File: config.mk
export PLATFORM = sky130hd
export DESIGN_NAME = maindec_pipe_flat
export DESIGN_NICKNAME = d
export VERILOG_FILES = /design/src/rtl/maindec_pipe_if.sv /design/src/rtl/maindec_pipe.sv /design/src/flat_wrapper.sv
export SDC_FILE = /design/constraint.sdc
export NUM_CORES = 1
export LEC_CHECK = 0
export BUFFER_PORTS_ARGS = -buffer_cell sky130_fd_sc_hd__buf_2
export CORE_ASPECT_RATIO = 0.8
export CORE_MARGIN = 4
export CORE_UTILIZATION = 25
export DETAILED_ROUTE_END_ITERATION = 8
export MAX_ROUTING_LAYER = met4
export PLACE_DENSITY_LB_ADDON = 0.3
export SLEW_MARGIN = 20
export SYNTH_ARGS = -nofsm -noshare
export SYNTH_HDL_FRONTEND = slang
export SYNTH_SLANG_ARGS = --single-unit
File: constraint.sdc
create_clock -name clk -period 4.97 [get_ports clk]
set_input_delay 0.2485 -clock clk [delete_from_list [all_inputs] [get_ports clk]]
set_output_delay 0.2485 -clock clk [all_outputs]
set_load 0.02 [all_outputs]
File: src/rtl/maindec_pipe_if.sv
// ID-to-EX decode interface for maindec_pipe.
// The master drives the ID-stage instruction and the EX controls; the slave returns the EX bundle.
interface maindec_pipe_if;
    logic [31:0] instrD;
    logic        validD;
    logic        stallE;
    logic        flushE;
    logic        stallD;
    logic        validE;
    logic        regwriteE;
    logic [1:0]  regdstE;
    logic        alusrcE;
    logic        branchE;
    logic        storeE;
    logic        memtoregE;
    logic        jumpE;
    logic [2:0]  memopE;
    logic        hilowriteE;
    logic        jbalE;
    logic [1:0]  jumpopE;
    logic [4:0]  writeregE;
    logic        riE;
    logic        mdu_busy;

    modport master (
        output instrD, validD, stallE, flushE,
        input  stallD, validE, regwriteE, regdstE, alusrcE, branchE,
        input  storeE, memtoregE, jumpE, memopE, hilowriteE, jbalE,
        input  jumpopE, writeregE, riE, mdu_busy
    );

    modport slave (
        input  instrD, validD, stallE, flushE,
        output stallD, validE, regwriteE, regdstE, alusrcE, branchE,
        output storeE, memtoregE, jumpE, memopE, hilowriteE, jbalE,
        output jumpopE, writeregE, riE, mdu_busy
    );
endinterface

File: src/rtl/maindec_pipe.sv
// Registered main decoder: decodes the ID instruction into the ID/EX control slot,
// with load-use and multiply/divide occupancy hazard stalls.
module maindec_pipe #(
    parameter int MUL_CYCLES = 2,
    parameter int DIV_CYCLES = 32,
    parameter bit EN_RI      = 1'b1
) (
    input  logic           clk,
    input  logic           resetn,
    maindec_pipe_if.slave  bus
);

    localparam int MAXC = (MUL_CYCLES > DIV_CYCLES) ? MUL_CYCLES : DIV_CYCLES;
    localparam int CW   = $clog2(MAXC + 1);

    typedef struct packed {
        logic       regwrite;
        logic [1:0] regdst;
        logic       alusrc;
        logic       branch;
        logic       store;
        logic       memtoreg;
        logic       jump;
        logic [2:0] memop;
        logic       hilowrite;
        logic       jbal;
        logic [1:0] jumpop;
        logic       ri;
    } ctl_t;

    logic [31:0] instr;
    logic [5:0]  op;
    logic [5:0]  funct;
    logic [4:0]  rs;
    logic [4:0]  rt;
    logic [4:0]  rd;
    logic        unused_shamt;

    assign instr        = bus.instrD;
    assign op           = instr[31:26];
    assign rs           = instr[25:21];
    assign rt           = instr[20:16];
    assign rd           = instr[15:11];
    assign funct        = instr[5:0];
    assign unused_shamt = ^instr[10:6];

    ctl_t        dec;
    logic [4:0]  dec_wreg;
    logic        is_mul;
    logic        is_div;
    logic        hilo_use;
    logic        uses_rt;

    ctl_t        ctl_q, ctl_d;
    logic        valid_q, valid_d;
    logic [4:0]  wreg_q, wreg_d;
    logic [CW-1:0] cnt_q, cnt_d;

    logic        load;
    logic        busy;
    logic        lu_haz;
    logic        mdu_haz;

    // Decode the ID instruction into a control bundle and hazard classes.
    always_comb begin
        dec      = '0;
        is_mul   = 1'b0;
        is_div   = 1'b0;
        hilo_use = 1'b0;
        uses_rt  = 1'b0;
        case (op)
            6'h00: begin
                uses_rt = 1'b1;
                case (funct)
                    6'h00, 6'h02, 6'h03, 6'h04, 6'h06, 6'h07,
                    6'h20, 6'h21, 6'h22, 6'h23, 6'h24, 6'h25,
                    6'h26, 6'h27, 6'h2a, 6'h2b: begin
                        dec.regwrite = 1'b1;
                        dec.regdst   = 2'b01;
                    end
                    6'h10, 6'h12: begin
                        dec.regwrite = 1'b1;
                        dec.regdst   = 2'b01;
                        hilo_use     = 1'b1;
                    end
                    6'h11, 6'h13: begin
                        dec.hilowrite = 1'b1;
                        hilo_use      = 1'b1;
                    end
                    6'h18, 6'h19: begin
                        dec.hilowrite = 1'b1;
                        hilo_use      = 1'b1;
                        is_mul        = 1'b1;
                    end
                    6'h1a, 6'h1b: begin
                        dec.hilowrite = 1'b1;
                        hilo_use      = 1'b1;
                        is_div        = 1'b1;
                    end
                    6'h08: begin
                        dec.jump   = 1'b1;
                        dec.jumpop = 2'b10;
                    end
                    6'h09: begin
                        dec.regwrite = 1'b1;
                        dec.regdst   = 2'b01;
                        dec.jump     = 1'b1;
                        dec.jbal     = 1'b1;
                        dec.jumpop   = 2'b11;
                    end
                    default: dec.ri = 1'b1;
                endcase
            end
            6'h01: begin
                case (rt)
                    5'b00000, 5'b00001: dec.branch = 1'b1;
                    5'b10000, 5'b10001: begin
                        dec.branch   = 1'b1;
                        dec.regwrite = 1'b1;
                        dec.regdst   = 2'b10;
                        dec.jbal     = 1'b1;
                    end
                    default: dec.ri = 1'b1;
                endcase
            end
            6'h02: begin
                dec.jump   = 1'b1;
                dec.jumpop = 2'b01;
            end
            6'h03: begin
                dec.jump     = 1'b1;
                dec.regwrite = 1'b1;
                dec.regdst   = 2'b10;
                dec.jbal     = 1'b1;
                dec.jumpop   = 2'b01;
            end
            6'h04, 6'h05: begin
                dec.branch = 1'b1;
                uses_rt    = 1'b1;
            end
            6'h06, 6'h07: dec.branch = 1'b1;
            6'h08, 6'h09, 6'h0a, 6'h0b,
            6'h0c, 6'h0d, 6'h0e, 6'h0f: begin
                dec.regwrite = 1'b1;
                dec.alusrc   = 1'b1;
            end
            6'h23, 6'h21, 6'h25, 6'h20, 6'h24: begin
                dec.regwrite = 1'b1;
                dec.alusrc   = 1'b1;
                dec.memtoreg = 1'b1;
                case (op)
                    6'h21:   dec.memop = 3'b001;
                    6'h25:   dec.memop = 3'b010;
                    6'h20:   dec.memop = 3'b011;
                    6'h24:   dec.memop = 3'b100;
                    default: dec.memop = 3'b000;
                endcase
            end
            6'h28, 6'h29, 6'h2b: begin
                dec.alusrc = 1'b1;
                dec.store  = 1'b1;
                uses_rt    = 1'b1;
                case (op)
                    6'h28:   dec.memop = 3'b101;
                    6'h29:   dec.memop = 3'b110;
                    default: dec.memop = 3'b111;
                endcase
            end
            default: dec.ri = 1'b1;
        endcase
        if (!EN_RI) begin
            dec.ri = 1'b0;
        end
    end

    // Resolve the destination register; non-writing instructions report r0.
    always_comb begin
        dec_wreg = 5'd0;
        case (dec.regdst)
            2'b00:   dec_wreg = rt;
            2'b01:   dec_wreg = rd;
            2'b10:   dec_wreg = 5'd31;
            default: dec_wreg = 5'd0;
        endcase
        if (!dec.regwrite) begin
            dec_wreg = 5'd0;
        end
    end

    assign busy = (cnt_q != '0);

    // Hazards look only at ID inputs and registered EX state, never at next-state.
    always_comb begin
        lu_haz = bus.validD & valid_q & ctl_q.memtoreg & (wreg_q != 5'd0) &
                 ((wreg_q == rs) | (uses_rt & (wreg_q == rt)));
        mdu_haz = bus.validD & busy & hilo_use;
    end

    assign bus.stallD = bus.stallE | lu_haz | mdu_haz;

    // EX slot next state: flush, then hold, then bubble, then load.
    always_comb begin
        valid_d = valid_q;
        ctl_d   = ctl_q;
        wreg_d  = wreg_q;
        load    = 1'b0;
        if (bus.flushE) begin
            valid_d = 1'b0;
            ctl_d   = '0;
            wreg_d  = 5'd0;
        end else if (bus.stallE) begin
            valid_d = valid_q;
        end else if (!bus.validD || lu_haz || mdu_haz) begin
            valid_d = 1'b0;
            ctl_d   = '0;
            wreg_d  = 5'd0;
        end else begin
            valid_d = 1'b1;
            ctl_d   = dec;
            wreg_d  = dec_wreg;
            load    = 1'b1;
        end
    end

    // MDU occupancy: only a real load of MULT/DIV starts a count; flush cannot cancel it.
    always_comb begin
        cnt_d = cnt_q;
        if (load && is_mul) begin
            cnt_d = CW'(MUL_CYCLES);
        end else if (load && is_div) begin
            cnt_d = CW'(DIV_CYCLES);
        end else if (busy) begin
            cnt_d = cnt_q - CW'(1);
        end
    end

    // ID/EX slot and MDU counter registers.
    always_ff @(posedge clk or negedge resetn) begin
        if (!resetn) begin
            valid_q <= 1'b0;
            ctl_q   <= '0;
            wreg_q  <= 5'd0;
            cnt_q   <= '0;
        end else begin
            valid_q <= valid_d;
            ctl_q   <= ctl_d;
            wreg_q  <= wreg_d;
            cnt_q   <= cnt_d;
        end
    end

    assign bus.validE     = valid_q;
    assign bus.regwriteE  = ctl_q.regwrite;
    assign bus.regdstE    = ctl_q.regdst;
    assign bus.alusrcE    = ctl_q.alusrc;
    assign bus.branchE    = ctl_q.branch;
    assign bus.storeE     = ctl_q.store;
    assign bus.memtoregE  = ctl_q.memtoreg;
    assign bus.jumpE      = ctl_q.jump;
    assign bus.memopE     = ctl_q.memop;
    assign bus.hilowriteE = ctl_q.hilowrite;
    assign bus.jbalE      = ctl_q.jbal;
    assign bus.jumpopE    = ctl_q.jumpop;
    assign bus.writeregE  = wreg_q;
    assign bus.riE        = ctl_q.ri;
    assign bus.mdu_busy   = busy;

endmodule

File: src/flat_wrapper.sv
// flat-port wrapper written by rule: the top's interface ports become plain ports
module maindec_pipe_flat 
#(
    parameter int MUL_CYCLES = 2,
    parameter int DIV_CYCLES = 32,
    parameter bit EN_RI      = 1'b1
)
  (clk, resetn, bus_instrD, bus_validD, bus_stallE, bus_flushE, bus_stallD, bus_validE, bus_regwriteE, bus_regdstE, bus_alusrcE, bus_branchE, bus_storeE, bus_memtoregE, bus_jumpE, bus_memopE, bus_hilowriteE, bus_jbalE, bus_jumpopE, bus_writeregE, bus_riE, bus_mdu_busy);
  maindec_pipe_if bus_i ();
  input  logic clk;
  input  logic resetn;
  input wire logic [$bits(bus_i.instrD)-1:0] bus_instrD;
  input wire logic [$bits(bus_i.validD)-1:0] bus_validD;
  input wire logic [$bits(bus_i.stallE)-1:0] bus_stallE;
  input wire logic [$bits(bus_i.flushE)-1:0] bus_flushE;
  output wire logic [$bits(bus_i.stallD)-1:0] bus_stallD;
  output wire logic [$bits(bus_i.validE)-1:0] bus_validE;
  output wire logic [$bits(bus_i.regwriteE)-1:0] bus_regwriteE;
  output wire logic [$bits(bus_i.regdstE)-1:0] bus_regdstE;
  output wire logic [$bits(bus_i.alusrcE)-1:0] bus_alusrcE;
  output wire logic [$bits(bus_i.branchE)-1:0] bus_branchE;
  output wire logic [$bits(bus_i.storeE)-1:0] bus_storeE;
  output wire logic [$bits(bus_i.memtoregE)-1:0] bus_memtoregE;
  output wire logic [$bits(bus_i.jumpE)-1:0] bus_jumpE;
  output wire logic [$bits(bus_i.memopE)-1:0] bus_memopE;
  output wire logic [$bits(bus_i.hilowriteE)-1:0] bus_hilowriteE;
  output wire logic [$bits(bus_i.jbalE)-1:0] bus_jbalE;
  output wire logic [$bits(bus_i.jumpopE)-1:0] bus_jumpopE;
  output wire logic [$bits(bus_i.writeregE)-1:0] bus_writeregE;
  output wire logic [$bits(bus_i.riE)-1:0] bus_riE;
  output wire logic [$bits(bus_i.mdu_busy)-1:0] bus_mdu_busy;
  assign bus_i.instrD = bus_instrD;
  assign bus_i.validD = bus_validD;
  assign bus_i.stallE = bus_stallE;
  assign bus_i.flushE = bus_flushE;
  assign bus_stallD = bus_i.stallD;
  assign bus_validE = bus_i.validE;
  assign bus_regwriteE = bus_i.regwriteE;
  assign bus_regdstE = bus_i.regdstE;
  assign bus_alusrcE = bus_i.alusrcE;
  assign bus_branchE = bus_i.branchE;
  assign bus_storeE = bus_i.storeE;
  assign bus_memtoregE = bus_i.memtoregE;
  assign bus_jumpE = bus_i.jumpE;
  assign bus_memopE = bus_i.memopE;
  assign bus_hilowriteE = bus_i.hilowriteE;
  assign bus_jbalE = bus_i.jbalE;
  assign bus_jumpopE = bus_i.jumpopE;
  assign bus_writeregE = bus_i.writeregE;
  assign bus_riE = bus_i.riE;
  assign bus_mdu_busy = bus_i.mdu_busy;
  maindec_pipe #(.MUL_CYCLES(MUL_CYCLES), .DIV_CYCLES(DIV_CYCLES), .EN_RI(EN_RI)) u_core (.clk(clk), .resetn(resetn), .bus(bus_i));
endmodule
# [After elaboration in Yosys (flattened, before gate mapping)]
# Cells that the tools add are included.
# W data, S select, Z words.
[totals] regBits=28
[op_classes] n_reduce_logical=29 n_eq_ne=56 muxes=47 bitwise=10 addsub=1
[op_table] op="$eq A6 B6 Y1 const B" count=18
[op_table] op="$eq A6 B4 Y1 const B" count=10
[op_table] op="$eq A6 B5 Y1 const B" count=8
[op_table] op="$mux W16" count=3
[op_table] op="$eq A6 B3 Y1 const B" count=7
[op_table] op="$reduce_or A26 Y1" count=1
[op_table] op="$eq A6 B2 Y1 const B" count=4
[op_table] op="$mux W1" count=23
[op_table] op="$reduce_or A22 Y1" count=1
[op_table] op="$mux W5" count=4
[op_table] op="$reduce_or A19 Y1" count=1
[op_table] op="$mux W6" count=3
[op_table] op="$reduce_or A16 Y1" count=1
[op_table] op="$pmux W5 S3" count=1
[op_table] op="$reduce_or A14 Y1" count=1
[op_table] op="$logic_not A6 Y1" count=2
[op_table] op="$pmux W2 S2" count=3
[op_table] op="$pmux W3 S4" count=1
[op_table] op="$reduce_or A6 Y1" count=2
[op_table] op="$eq A5 B5 Y1" count=2
[op_table] op="$eq A5 B5 Y1 const B" count=2
[op_table] op="$reduce_or A2 Y1" count=5
[op_table] op="$pmux W1 S3" count=3
[op_table] op="$reduce_or A4 Y1" count=2
[op_table] op="other kinds (23)" count=35

# [Longest topological paths before layout]
# Gate-level depths: netlist of the first run.
[logic_depth] word_depth=14 mapped_depth=9 ltp_nobuf=6

# [Worst setup path before layout of the first run]
# OpenSTA, ideal clock, no wires.
[synth_path] path_kind="flip-flop to flip-flop" startpoint="register u_core.wreg_q[0] (netlist: u_core.bus.writeregE[0])" endpoint="register u_core.cnt_q[1]" stages_incl_launch_ff=8 arrival_time_ps=2218 path_buffers=1 slack_ps=2624 required_ps=4842 setup_ps=128 synth_period_minus_slack_ps=2346 cell_sequence="dfrtp_1 > or4_4 > o21ai_2 > nor4_1 > or3_1 > buf_6 > nor3_4 > mux2_1"
[synth_via] elab_chain_cells=12 elab_cells_between_ends=17
[synth_lines] element="start: declaration" line="maindec_pipe.sv:56" rtl="logic [4:0] wreg_q, wreg_d;"
[synth_lines] element="start signal: assignment" line="maindec_pipe.sv:247" rtl="wreg_q <= wreg_d;"
[synth_lines] element="$eq A5 B5 Y1" line="maindec_pipe.sv:195" rtl="((wreg_q == rs) | (uses_rt & (wreg_q == rt)));"
[synth_lines] element="$and A1 B1 Y1" line="maindec_pipe.sv:195"
[synth_lines] element="$or A1 B1 Y1" line="maindec_pipe.sv:195"
[synth_lines] element="$and A1 B1 Y1 *" line="maindec_pipe.sv:194" rtl="lu_haz = bus.validD & valid_q & ctl_q.memtoreg & (wreg_q != 5'd0) &"
[synth_lines] element="$logic_or A1 B1 Y1 * (2 in a row)" line="maindec_pipe.sv:213" rtl="end else if (!bus.validD || lu_haz || mdu_haz) begin"
[synth_lines] element="$mux W1 *" line="maindec_pipe.sv:213"
[synth_lines] element="$mux W1 *" line="maindec_pipe.sv:211" rtl="end else if (bus.stallE) begin"
[synth_lines] element="$mux W1 *" line="maindec_pipe.sv:207" rtl="if (bus.flushE) begin"
[synth_lines] element="$logic_and A1 B1 Y1" line="maindec_pipe.sv:230" rtl="end else if (load && is_div) begin"
[synth_lines] element="$mux W6" line="maindec_pipe.sv:230"
[synth_lines] element="$mux W6" line="maindec_pipe.sv:228" rtl="if (load && is_mul) begin"
[synth_lines] element="end signal: assignment" line="maindec_pipe.sv:248" rtl="cnt_q <= cnt_d;"
[synth_lines] element="end: declaration" line="maindec_pipe.sv:57" rtl="logic [CW-1:0] cnt_q, cnt_d;"
# Every way passes the cells marked *; elsewhere a longest branch is shown, timed or not.
# A chain may end at the register's enable or synchronous reset.

# [Worst setup path in the final report of the first run]
[layout_path] startpoint="register u_core.wreg_q[0] (netlist: u_core.bus.writeregE[0])" endpoint="output port bus_stallD"
[layout_via] elab_chain_cells=6 elab_cells_between_ends=9
[layout_lines] element="$eq A5 B5 Y1" line="maindec_pipe.sv:195"
[layout_lines] element="$and A1 B1 Y1" line="maindec_pipe.sv:195"
[layout_lines] element="$or A1 B1 Y1" line="maindec_pipe.sv:195"
[layout_lines] element="$and A1 B1 Y1 *" line="maindec_pipe.sv:194"
[layout_lines] element="$or A1 B1 Y1 * (2 in a row)" line="maindec_pipe.sv:199" rtl="assign bus.stallD = bus.stallE | lu_haz | mdu_haz;"
[layout_lines] element="end: declaration" line="flat_wrapper.sv:16" rtl="output wire logic [$bits(bus_i.stallD)-1:0] bus_stallD;"
# Marks and branches as above.

==> impl_metrics.toml, run 1 <==
[floorplanning]
core_area_um2 = 6990
die_w_um = 104
core.rowCount = 27
die_area_um2 = 8760
ios = 61
start_util = 0.262
die_y_um = 84.5

[global_routing]
grt_start_max_net_pins = 29
overflow = 0
grt_pass1_vias = 1570
gr-usage-all-layers = 0.119
grt_pass1_wl_um = 8090
antenna_found_initial = 0

[logic_synthesis]
synth_flop_cell = "dfrtp_1"
synth_edf_count = 0
async_flop_share = 1.00
syn-num-nets = 226
ys.warnings.count = 0
netlist_area_um2 = 1830
synthDistinctLibCells = 49
synth-seq-cells = 28
syn_area_per_cell_um2 = 9.78
ys_seq_area_frac = 0.383
postSynthCellCount = 187

[placed_design]
place.gp.congestion = 0.813
placement.io_buffers = 55
dp_hpwl_um = 3970
dpl.cell_count = 320

[power_and_ir_drop]
total_power_mw = 0.635
power_density_nw_per_um2 = 284
p_leak_nw = 1.08
ir_drop_mv = 0.129

[layout]
seq_area_um2 = 701
fin_nets = 277
final_cell_mix = "55 x buf_2, 28 x dfrtp_1, 20 x nand2_1, 15 x a22o_1, 11 x nor2_1"
antennaDiodeCount = 0
fill_cells = 740
final_common_cell = "buf_2"
synthToLayoutAreaGrowth_pct = 22.2
multi_input_area_um2 = 1050
final_layout_size_suffix_gt1_frac = 0.295
final_cells = 324

[sta]
drv_slew = 0
finalSetupTns_ns = 0
relSlewSlack = 0.449
fin_crit_ns = 2.75
fin_skew_ns = 0.00183
hold_viol = 26
whs_ns = -0.00722
fmax_mhz = 363
tightest_slew_ns = 0.820
grt_setup_unrepaired = "false"
setup_violations = 0
finalCritPeriodShare = 0.554

[route]
via_count = 1596
first_pass_iters = 4
drt.antenna.violating_nets = 0
wl_um = 5060
avgViaCountPerCell = 4.93
drc = 0
first_iter_violations = 56
wl_per_cell_um = 15.6

[clock_tree]
tritoncts = "done"
hold_buffers = 0
post_cts_resized = 0
clock_sinks = 28
cts-htree-levels = 1
clk_pin_slew_ns = 0.10
clk_root_buffer_cell = "clkbuf_8"
clock_path_buffers = 2
clock_latency_ns = 0.28
cts_setup_buffers = 0
cts_buffers = 3

[hold_path]
hp-class = "in -> async"

[setup_path]
worstPathArrival_ns = 2.50
rrSetupSlack_ns = 2.48
crit_type = "reg -> out"
worst-path-max-fanout = 6
start_kind = "register"
cp_data_required_time_ns = 4.72
endpoint_kind = "primary output"

[status]
outcome = "complete, but fails checks"
violations = "hold timing"

[flow_run]
cap_viol_max_count = 0
-- power breakdown --
group	switching (mW)	internal [mW]
combinational	0.0942	0.0762
clock	0.0779	0.108
sequential	0.0228	0.256
-- final timing paths --
kind	from	endpoint	depth (start not counted)
worst max-delay path	u_core.bus.writeregE[0]$_DFFE_PN0P_	bus_stallD	6
min in group clk	bus_instrD[1]	u_core.cnt_q[1]$_DFFE_PN0P_	3
worst max register to register	u_core.bus.writeregE[0]$_DFFE_PN0P_	u_core.cnt_q[1]$_DFFE_PN0P_	6
worst min register to register	u_core.bus.regwriteE$_DFFE_PN0P_	u_core.bus.regwriteE$_DFFE_PN0P_	1
max in group asynchronous	resetn	u_core.bus.jumpopE[1]$_DFFE_PN0P_	1
worst min-delay path	resetn	u_core.bus.memopE[1]$_DFFE_PN0P_	1
-- cells in the mapped netlist (2+ instances only) --
cell / instances / area share
o31ai_1: 2 / 0.0082
nand4_1: 4 / 0.014
nor3_4: 2 / 0.018
clkbuf_1: 7 / 0.014
nor2_1: 11 / 0.023
nor4_1: 3 / 0.010
nor3b_1: 2 / 0.0082
xor2_1: 5 / 0.024
nand2_1: 20 / 0.041
ha_1: 2 / 0.014
dfrtp_1: 28 / 0.38
nand2b_1: 5 / 0.017
a21oi_1: 2 / 0.0055
nor3_1: 4 / 0.011
a21o_1: 2 / 0.0082
o21ai_0: 6 / 0.016
a2bb2oi_1: 6 / 0.029
or3_1: 3 / 0.010
xnor2_1: 10 / 0.048
a22o_1: 15 / 0.072
a32o_1: 6 / 0.033
inv_1: 5 / 0.010
nand3_1: 4 / 0.011
a211oi_1: 2 / 0.0082
nor2b_1: 7 / 0.024
-- metrics by stage --
step | instance area, µm² | utilization | worst slack, ns
final | 2230 | 0.320 | 2.22
after global routing | 2230 | 0.320 | 2.14
after CTS | 2230 | 0.320 | 2.20
after detailed placement | 2160 | 0.309 | 2.49
after global placement | 2160 | 0.309 | 2.50
after floorplan | 1830 | - | 2.62
-- critical path: stages (launching register included) --
cell and delay (ns):
dfrtp_1 0.46, or4_4 0.55, o21ai_2 0.14, nor4_1 0.06, or3_1 0.55, a31o_2 0.30
buf_2 0.15
-- logic make-up (layout without fill, tap and decap cells) --
family / Yosys count / after routing / share of synthesized area
flops: 28 / 28 / 0.383
compound gates: 50 / 50 / 0.229
buf+inv: 15 / 65 / 0.0417
mux: 3 / 3 / 0.0178
xor+xnor: 15 / 15 / 0.0718
simple gates: 74 / 74 / 0.243
fa+ha+maj: 2 / 2 / 0.0137
-- layer usage --
layer / vias to the layer above / track usage / part of all wire
li1: 799 / - / -
met1: 745 / 0.162 / 0.49
met2: 50 / 0.176 / 0.44
met3: 2 / 0.0307 / 0.064
met4: 0 / 0.0290 / 0.0079
met5: - / - / 0
-- sequential cells by signal, indices dropped and copies added (netlist names) --
name,count
u_core.bus.alusrcE,1
u_core.bus.branchE,1
u_core.bus.hilowriteE,1
u_core.bus.jbalE,1
u_core.bus.jumpE,1
u_core.bus.jumpopE,2
u_core.bus.memopE,3
u_core.bus.memtoregE,1
u_core.bus.regdstE,2
u_core.bus.regwriteE,1
u_core.bus.riE,1
u_core.bus.storeE,1
u_core.bus.validE,1
u_core.bus.writeregE,5
u_core.cnt_q,6
-- area by class of cell --
type	count	share of cell area
clock buffer	3	0.0185
clock inverter	1	0.0134
inverter	5	0.00840
multi-input combinational	144	0.471
sequential	28	0.314
tap	87	0.0487
timing repair buffer	56	0.127
(Power assumes the default switching activity.)
==> run 2, diff against run 1 <==
--- a/config.mk
+++ b/config.mk
@@ -5,6 +5,7 @@
 export SDC_FILE = /design/constraint.sdc
 export NUM_CORES = 1
 export LEC_CHECK = 0
+export ABC_AREA = 1
 export BUFFER_PORTS_ARGS = -buffer_cell sky130_fd_sc_hd__buf_2
 export CORE_ASPECT_RATIO = 0.8
 export CORE_MARGIN = 4
==> constraint.sdc (replaced) <==
create_clock -name clk -period 2.82 [get_ports clk]
set_input_delay 0.141 -clock clk [delete_from_list [all_inputs] [get_ports clk]]
set_output_delay 0.141 -clock clk [all_outputs]
set_load 0.02 [all_outputs]
==> run 2 against run 1 <==
  * The run now ends clean
  * Clock power is 75% higher
  * Die area is 8.7% higher
  * Worst hold slack better by 0.20 ns
  * Clock skew is 0.0036 ns higher
  * Non-clock buffer count is 1 higher
  * Sequential power is 75% higher
  * Via count is 26% higher
  * Sequential cell count stayed put
  * Global-route usage is 1.1 points higher
  * Count of clock-buffer cells in the layout stayed put
  * First-iteration DRC count is 84% higher
  * Synthesized cell count is 52% higher
  * Critical path type unchanged
  * Largest cell class unchanged
  * Highest routed layer unchanged
==> impl_metrics.toml, run 2 <==
[sta]
hold_viol = 0
tightest_slew_ns = 0.752
grt_setup_unrepaired = "false"
fin_skew_ns = 0.00539
drv_slew = 0
finalSetupTns_ns = 0
relSlewSlack = 0.497
finalCritPeriodShare = 0.669
fmax_mhz = 530
fin_crit_ns = 1.89
setup_violations = 0

[setup_path]
r2r_end = "u_core.bus.writeregE[1]$_DFFE_PN0P_"
reg2reg_depth = 10
crit_type = "reg -> out"
worst-path-max-fanout = 6
cp_data_required_time_ns = 2.68
crit-reg2reg-launch = "u_core.cnt_q[0]$_DFFE_PN0P_"
endpoint_kind = "primary output"
worstPathArrival_ns = 1.74
rrSetupSlack_ns = 0.96
crit_start = "u_core.bus.writeregE[1]$_DFFE_PN0P_"
start_kind = "register"

[hold_path]
min_from = "bus_instrD[5]"
min_to = "u_core.bus.jumpopE[1]$_DFFE_PN0P_"
holdPathStages = 4
hp-class = "in -> reg"

[clock_tree]
tritoncts = "done"
hold_buffers = 1
cts-htree-levels = 1
clock_sinks = 28
cts_buffers = 3
clock_latency_ns = 0.28
clock_path_buffers = 2
cts_setup_buffers = 0
clk_root_buffer_cell = "clkbuf_8"
post_cts_resized = 0
clk_pin_slew_ns = 0.10

[power_and_ir_drop]
ir_drop_mv = 0.196
intPower_mw = 0.763
p_seq_frac = 0.428
combPwrFrac = 0.285
power_density_nw_per_um2 = 462
p_leak_nw = 1.36
swShare = 0.330
pwr-share-clk = 0.287
switching_power_mw = 0.376

[route]
first_pass_iters = 4
first_iter_violations = 103
via_count = 2009
avgViaCountPerCell = 4.49
wl_per_cell_um = 12.6
wl_um = 5650
drc = 0
drt.antenna.violating_nets = 0

[layout]
final_cell_mix = "85 x nand2_1, 55 x buf_2, 36 x inv_1, 34 x nand3_1, 29 x nor2_1"
fin_nets = 382
largest_register_ffs = 6
fill_cells = 837
multi_input_area_um2 = 1130
final_util = 0.324
seq_area_um2 = 701
final_common_cell = "nand2_1"
top_register = "u_core.cnt_q"
final_layout_size_suffix_gt1_frac = 0.260
antennaDiodeCount = 0
synthToLayoutAreaGrowth_pct = 23.0

[floorplanning]
start_util = 0.264
die_area_um2 = 9520
core_area_um2 = 7600
die_w_um = 108
ios = 61
die_y_um = 88.1
core.rowCount = 28

[global_routing]
overflow = 0
grt_start_max_net_pins = 29
grt_pass1_wl_um = 9530
antenna_found_initial = 0
gr-usage-all-layers = 0.130
grt_pass1_vias = 2005

[logic_synthesis]
syn_area_per_cell_um2 = 7.03
async_flop_share = 1.00
postSynthCellCount = 285
netlist_area_um2 = 2000
synth_common_cells = "85 x nand2_1, 36 x inv_1, 34 x nand3_1, 29 x nor2_1, 28 x dfrtp_1"
synthDistinctLibCells = 33
syn-num-nets = 324
synth-seq-cells = 28
synth_flop_cell = "dfrtp_1"
synth_top_area_share = 0.350
yosys.area.top_type = "dfrtp_1"
ys.warnings.count = 0
synth_area_leaders = "dfrtp_1 35%, nand2_1 16%, nand3_1 8.5%"
ys_seq_area_frac = 0.350
synth.most_common_cell = "nand2_1"
synth_edf_count = 0

[flow_run]
cap_viol_max_count = 0

[placed_design]
placement.io_buffers = 55
place.gp.congestion = 0.943
dp_hpwl_um = 4490

[status]
outcome = "completed"
run 2: worst max-delay path by stage:
| stage | cells after the start | end |
|---|---|---|
| detailed placement | 10 | u_core.bus.writeregE[1]$_DFFE_PN0P_ |
| CTS | 7 | bus_stallD |
| floorplan | 9 | u_core.bus.memtoregE$_DFFE_PN0P_ |
| global placement | 10 | u_core.bus.writeregE[1]$_DFFE_PN0P_ |
| global route | 7 | bus_stallD |
| finish | 7 | bus_stallD |
run 2: critical path, cell delays in order, from the launching register on:
cell,delay [ns]
dfrtp_1,0.45
or2_2,0.31
a21oi_1,0.14
nand4_1,0.09
nand2_1,0.09
nand2_2,0.11
nand3_1,0.10
buf_2,0.16
run 2: layout make-up:
class	count	share of cell area
sequential	28	0.284
multi-input combinational	215	0.457
timing repair buffer	57	0.119
clock buffer	3	0.0167
clock inverter	1	0.0122
tap	105	0.0533
inverter	38	0.0578
run 2: cells by family (layout without fill, tap and decap cells):
group           count (synthesis)  count (layout)  synth area share
xor+xnor                       12              12            0.0524
fa+ha+maj                       2               2            0.0125
flops                          28              28             0.350
compound gates                 25              25            0.0880
simple gates                  176             176             0.409
buf+inv                        42              99            0.0880
run 2: power by group through the flow:
stage,Sequential (mW),Clock [mW],Combinational [mW]
final,0.487,0.326,0.325
after global routing,0.491,0.359,0.378
after CTS,0.487,0.337,0.330
after detailed placement,0.494,0,0.326
after global placement,0.494,0,0.317
after floorplan,0.492,0,0.224
run 2: routing by layer:
layer	wire length, µm	part of all wire	GRT usage	vias to the layer above
met5	0	0	-	-
met4	45	0.0080	0.0264	0
met3	325	0.058	0.0287	5
met2	2580	0.46	0.214	59
met1	2690	0.48	0.165	917
li1	-	-	-	1028
run 2: stage by stage:
| stage | std cells | instance area [µm²] | power [mW] | hold WS (ns) | setup WS (ns) |
|---|---|---|---|---|---|
| 6_report | 447 | 2470 | 1.14 | 0.197 | 0.934 |
| 5_1_grt | 447 | 2470 | 1.23 | 0.191 | 0.745 |
| 4_1_cts | 447 | 2470 | 1.15 | 0.182 | 0.873 |
| 3_5_place_dp | 442 | 2380 | 0.820 | 0.220 | 0.975 |
| 3_3_place_gp | 442 | 2380 | 0.811 | 0.226 | 1.01 |
| 2_1_floorplan | 285 | 2000 | 0.716 | -0.155 | 1.16 |
==> run 3, diff against run 2 <==
--- a/config.mk
+++ b/config.mk
@@ -5,7 +5,7 @@
 export SDC_FILE = /design/constraint.sdc
 export NUM_CORES = 1
 export LEC_CHECK = 0
-export ABC_AREA = 1
+export ABC_AREA = 0
 export BUFFER_PORTS_ARGS = -buffer_cell sky130_fd_sc_hd__buf_2
 export CORE_ASPECT_RATIO = 0.8
 export CORE_MARGIN = 4
==> constraint.sdc (replaced) <==
create_clock -name clk -period 1.7 [get_ports clk]
set_input_delay 0.085 -clock clk [delete_from_list [all_inputs] [get_ports clk]]
set_output_delay 0.085 -clock clk [all_outputs]
set_load 0.02 [all_outputs]
==> run 3 against run 2 <==
  * The flow now finishes with violations (setup timing)
  * Clock power increased by 67%
  * Cell area increased by 6.8%
  * Worst hold slack got worse by 0.0058 ns
  * First-iteration DRC count decreased by 49%
  * Combinational power increased by 130%
  * Via count decreased by 11%
==> impl_metrics.toml, run 3 (synthesis gave the netlist of run 1 again) <==
[global_routing]
overflow = 0
gr-usage-all-layers = 0.135
antenna_found_initial = 0
grt_start_max_net_pins = 29
grt_pass1_wl_um = 9300
grt_pass1_vias = 1839

[layout]
top_register = "u_core.cnt_q"
design_area_um2 = 2640
final_common_cell = "buf_2"
antennaDiodeCount = 0
largest_register_ffs = 6
synthToLayoutAreaGrowth_pct = 44.0
final_cells = 367
fin_nets = 320
final_layout_size_suffix_gt1_frac = 0.432
final_cell_mix = "53 x buf_2, 39 x buf_4, 26 x dfrtp_1, 20 x nand2_1, 15 x a22o_1"

[setup_path]
start_kind = "register"
cp_slowest_cell = "or4_4"
timing.critical_path.mode_cell = "buf_6"
crit_type = "reg -> out"
cp_data_required_time_ns = 1.62
crit-reg2reg-launch = "u_core.bus.writeregE[0]$_DFFE_PN0P_"
endpoint_kind = "primary output"
reg2reg_depth = 8
worst-path-max-fanout = 2
critPathTopFamily = "simple AND/OR/NAND/NOR gates"
path_cells = "or4_4 > o21ai_2 > nor4_1 > or3_4 > buf_6 > a31o_4 > buf_6"
path_buf_inv = 2
critPathMaxStageDelay_ns = 0.53
worstPathArrival_ns = 2.29
r2r_end = "u_core.bus.writeregE[0]$_DFFE_PN0P_"
rrSetupSlack_ns = -0.66

[floorplanning]
ios = 61
die_y_um = 84.5
start_util = 0.262
core.rowCount = 27
die_w_um = 104
core_area_um2 = 6990
die_area_um2 = 8760

[route]
avgViaCountPerCell = 4.88
first_pass_iters = 4
drc = 0
wl_um = 5620
via_count = 1792
first_iter_violations = 53
wl_per_cell_um = 15.3
drt.antenna.violating_nets = 0

[clock_tree]
cts-htree-levels = 1
tritoncts = "done"
clock_latency_ns = 0.28
clock_path_buffers = 2
clock_sinks = 28
cts_buffers = 3
clk_pin_slew_ns = 0.10
clk_root_buffer_cell = "clkbuf_8"

[placed_design]
pre_cts_slack_ns = -0.559
dp_hpwl_um = 4330
post_dp_cell_area_um2 = 2450
placement.io_buffers = 55
dpl.cell_count = 357
place.gp.congestion = 0.862

[sta]
hold_viol = 0
relSlewSlack = 0.555
finalWorstSetupSlack_ns = -0.678
fin_crit_ns = 2.38
drv_slew = 0
grt_setup_unrepaired = "true"
finalCritPeriodShare = 1.40
fmax_mhz = 421
setup_violations = 26
tightest_slew_ns = 0.667
fin_skew_ns = 0.00338

[flow_run]
cap_viol_max_count = 0

[hold_path]
min_to = "u_core.cnt_q[1]$_DFFE_PN0P_"
hp-class = "in -> reg"
min_from = "bus_instrD[1]"
holdPathStages = 3

[status]
outcome = "complete, but fails checks"
violations = "setup timing"

[power_and_ir_drop]
p_leak_nw = 1.31
power_density_nw_per_um2 = 801
ir_drop_mv = 0.400
[run 3: changes by cell type in the layout (fill, tap and decap cells not counted), sizes merged, moves of 5 or more]
cell,delta
nand2,-69
nor2,-23
a22o,+15
o21ai,-7
nor2b,+7
a2bb2oi,+6
inv,-33
buf,+41
nand3,-32
xnor2,+5
a32o,+6
nand2b,+5
[run 3: cell type report]
type,count,area [µm²]
inverters,5,21.3
flip-flops and latches,28,703
multi-input cells,145,1110
clock inverters,1,30.0
fillers,736,4360
repair buffers,98,624
well taps,87,109
clock buffers,3,41.3
[run 3: how the worst max path moves through the flow]
stage	from	end	slack (ns)	cells after the start
floorplan	u_core.bus.writeregE[2]$_DFFE_PN0P_	u_core.cnt_q[1]$_DFFE_PN0P_	-0.58	7
global placement	u_core.bus.writeregE[2]$_DFFE_PN0P_	u_core.bus.writeregE[0]$_DFFE_PN0P_	-0.55	7
detailed placement	u_core.bus.writeregE[2]$_DFFE_PN0P_	u_core.bus.writeregE[0]$_DFFE_PN0P_	-0.56	7
CTS	u_core.bus.writeregE[2]$_DFFE_PN0P_	bus_stallD	-0.68	7
global route	u_core.bus.writeregE[0]$_DFFE_PN0P_	bus_stallD	-0.75	7
finish	u_core.bus.writeregE[0]$_DFFE_PN0P_	bus_stallD	-0.68	7
[run 3: worst register-to-register path: stages (launching register included)]
cell	delay, ns
dfrtp_2	0.41
or4_4	0.53
o21ai_2	0.16
nor4_1	0.07
or3_4	0.38
buf_4	0.16
buf_4	0.14
nor3_4	0.24
a22o_1	0.20
[run 3: repair_timing]
item                                   in CTS  in global routing
hold buffers                                1                  0
gates resized for setup                    10                  6
buffers inserted                            2                  2
endpoints found under the hold margin      28                  0
setup endpoints to repair                  27                 27
pin swaps                                  11                 14
gates cloned                                1                  0
[run 3: power by group]
group / switching (mW) / leakage, nW / internal (mW)
Sequential: 0.0615 / 0.373 / 0.749
Clock: 0.228 / 0.0357 / 0.316
Combinational: 0.353 / 0.901 / 0.402
Total: 0.643 / 1.31 / 1.47
[run 3: per-layer routing]
metal | vias to the layer above | track usage | share of wire
li1 | 879 | - | -
met1 | 858 | 0.183 | 0.49
met2 | 50 | 0.211 | 0.44
met3 | 5 | 0.0261 | 0.053
met4 | 0 | 0.0290 | 0.0091
met5 | - | - | 0
[run 3: stage by stage]
step | TNS (ns) | utilization | power (mW) | hold WS [ns]
6_report | -13.61 | 0.377 | 2.11 | 0.191
5_1_grt | -15.72 | 0.377 | 2.25 | 0.191
4_1_cts | -13.68 | 0.371 | 2.09 | 0.187
3_5_place_dp | -13.12 | 0.350 | 1.50 | 0.164
3_3_place_gp | -12.52 | 0.350 | 1.48 | 0.159
2_1_floorplan | -10.34 | - | 1.20 | -0.211
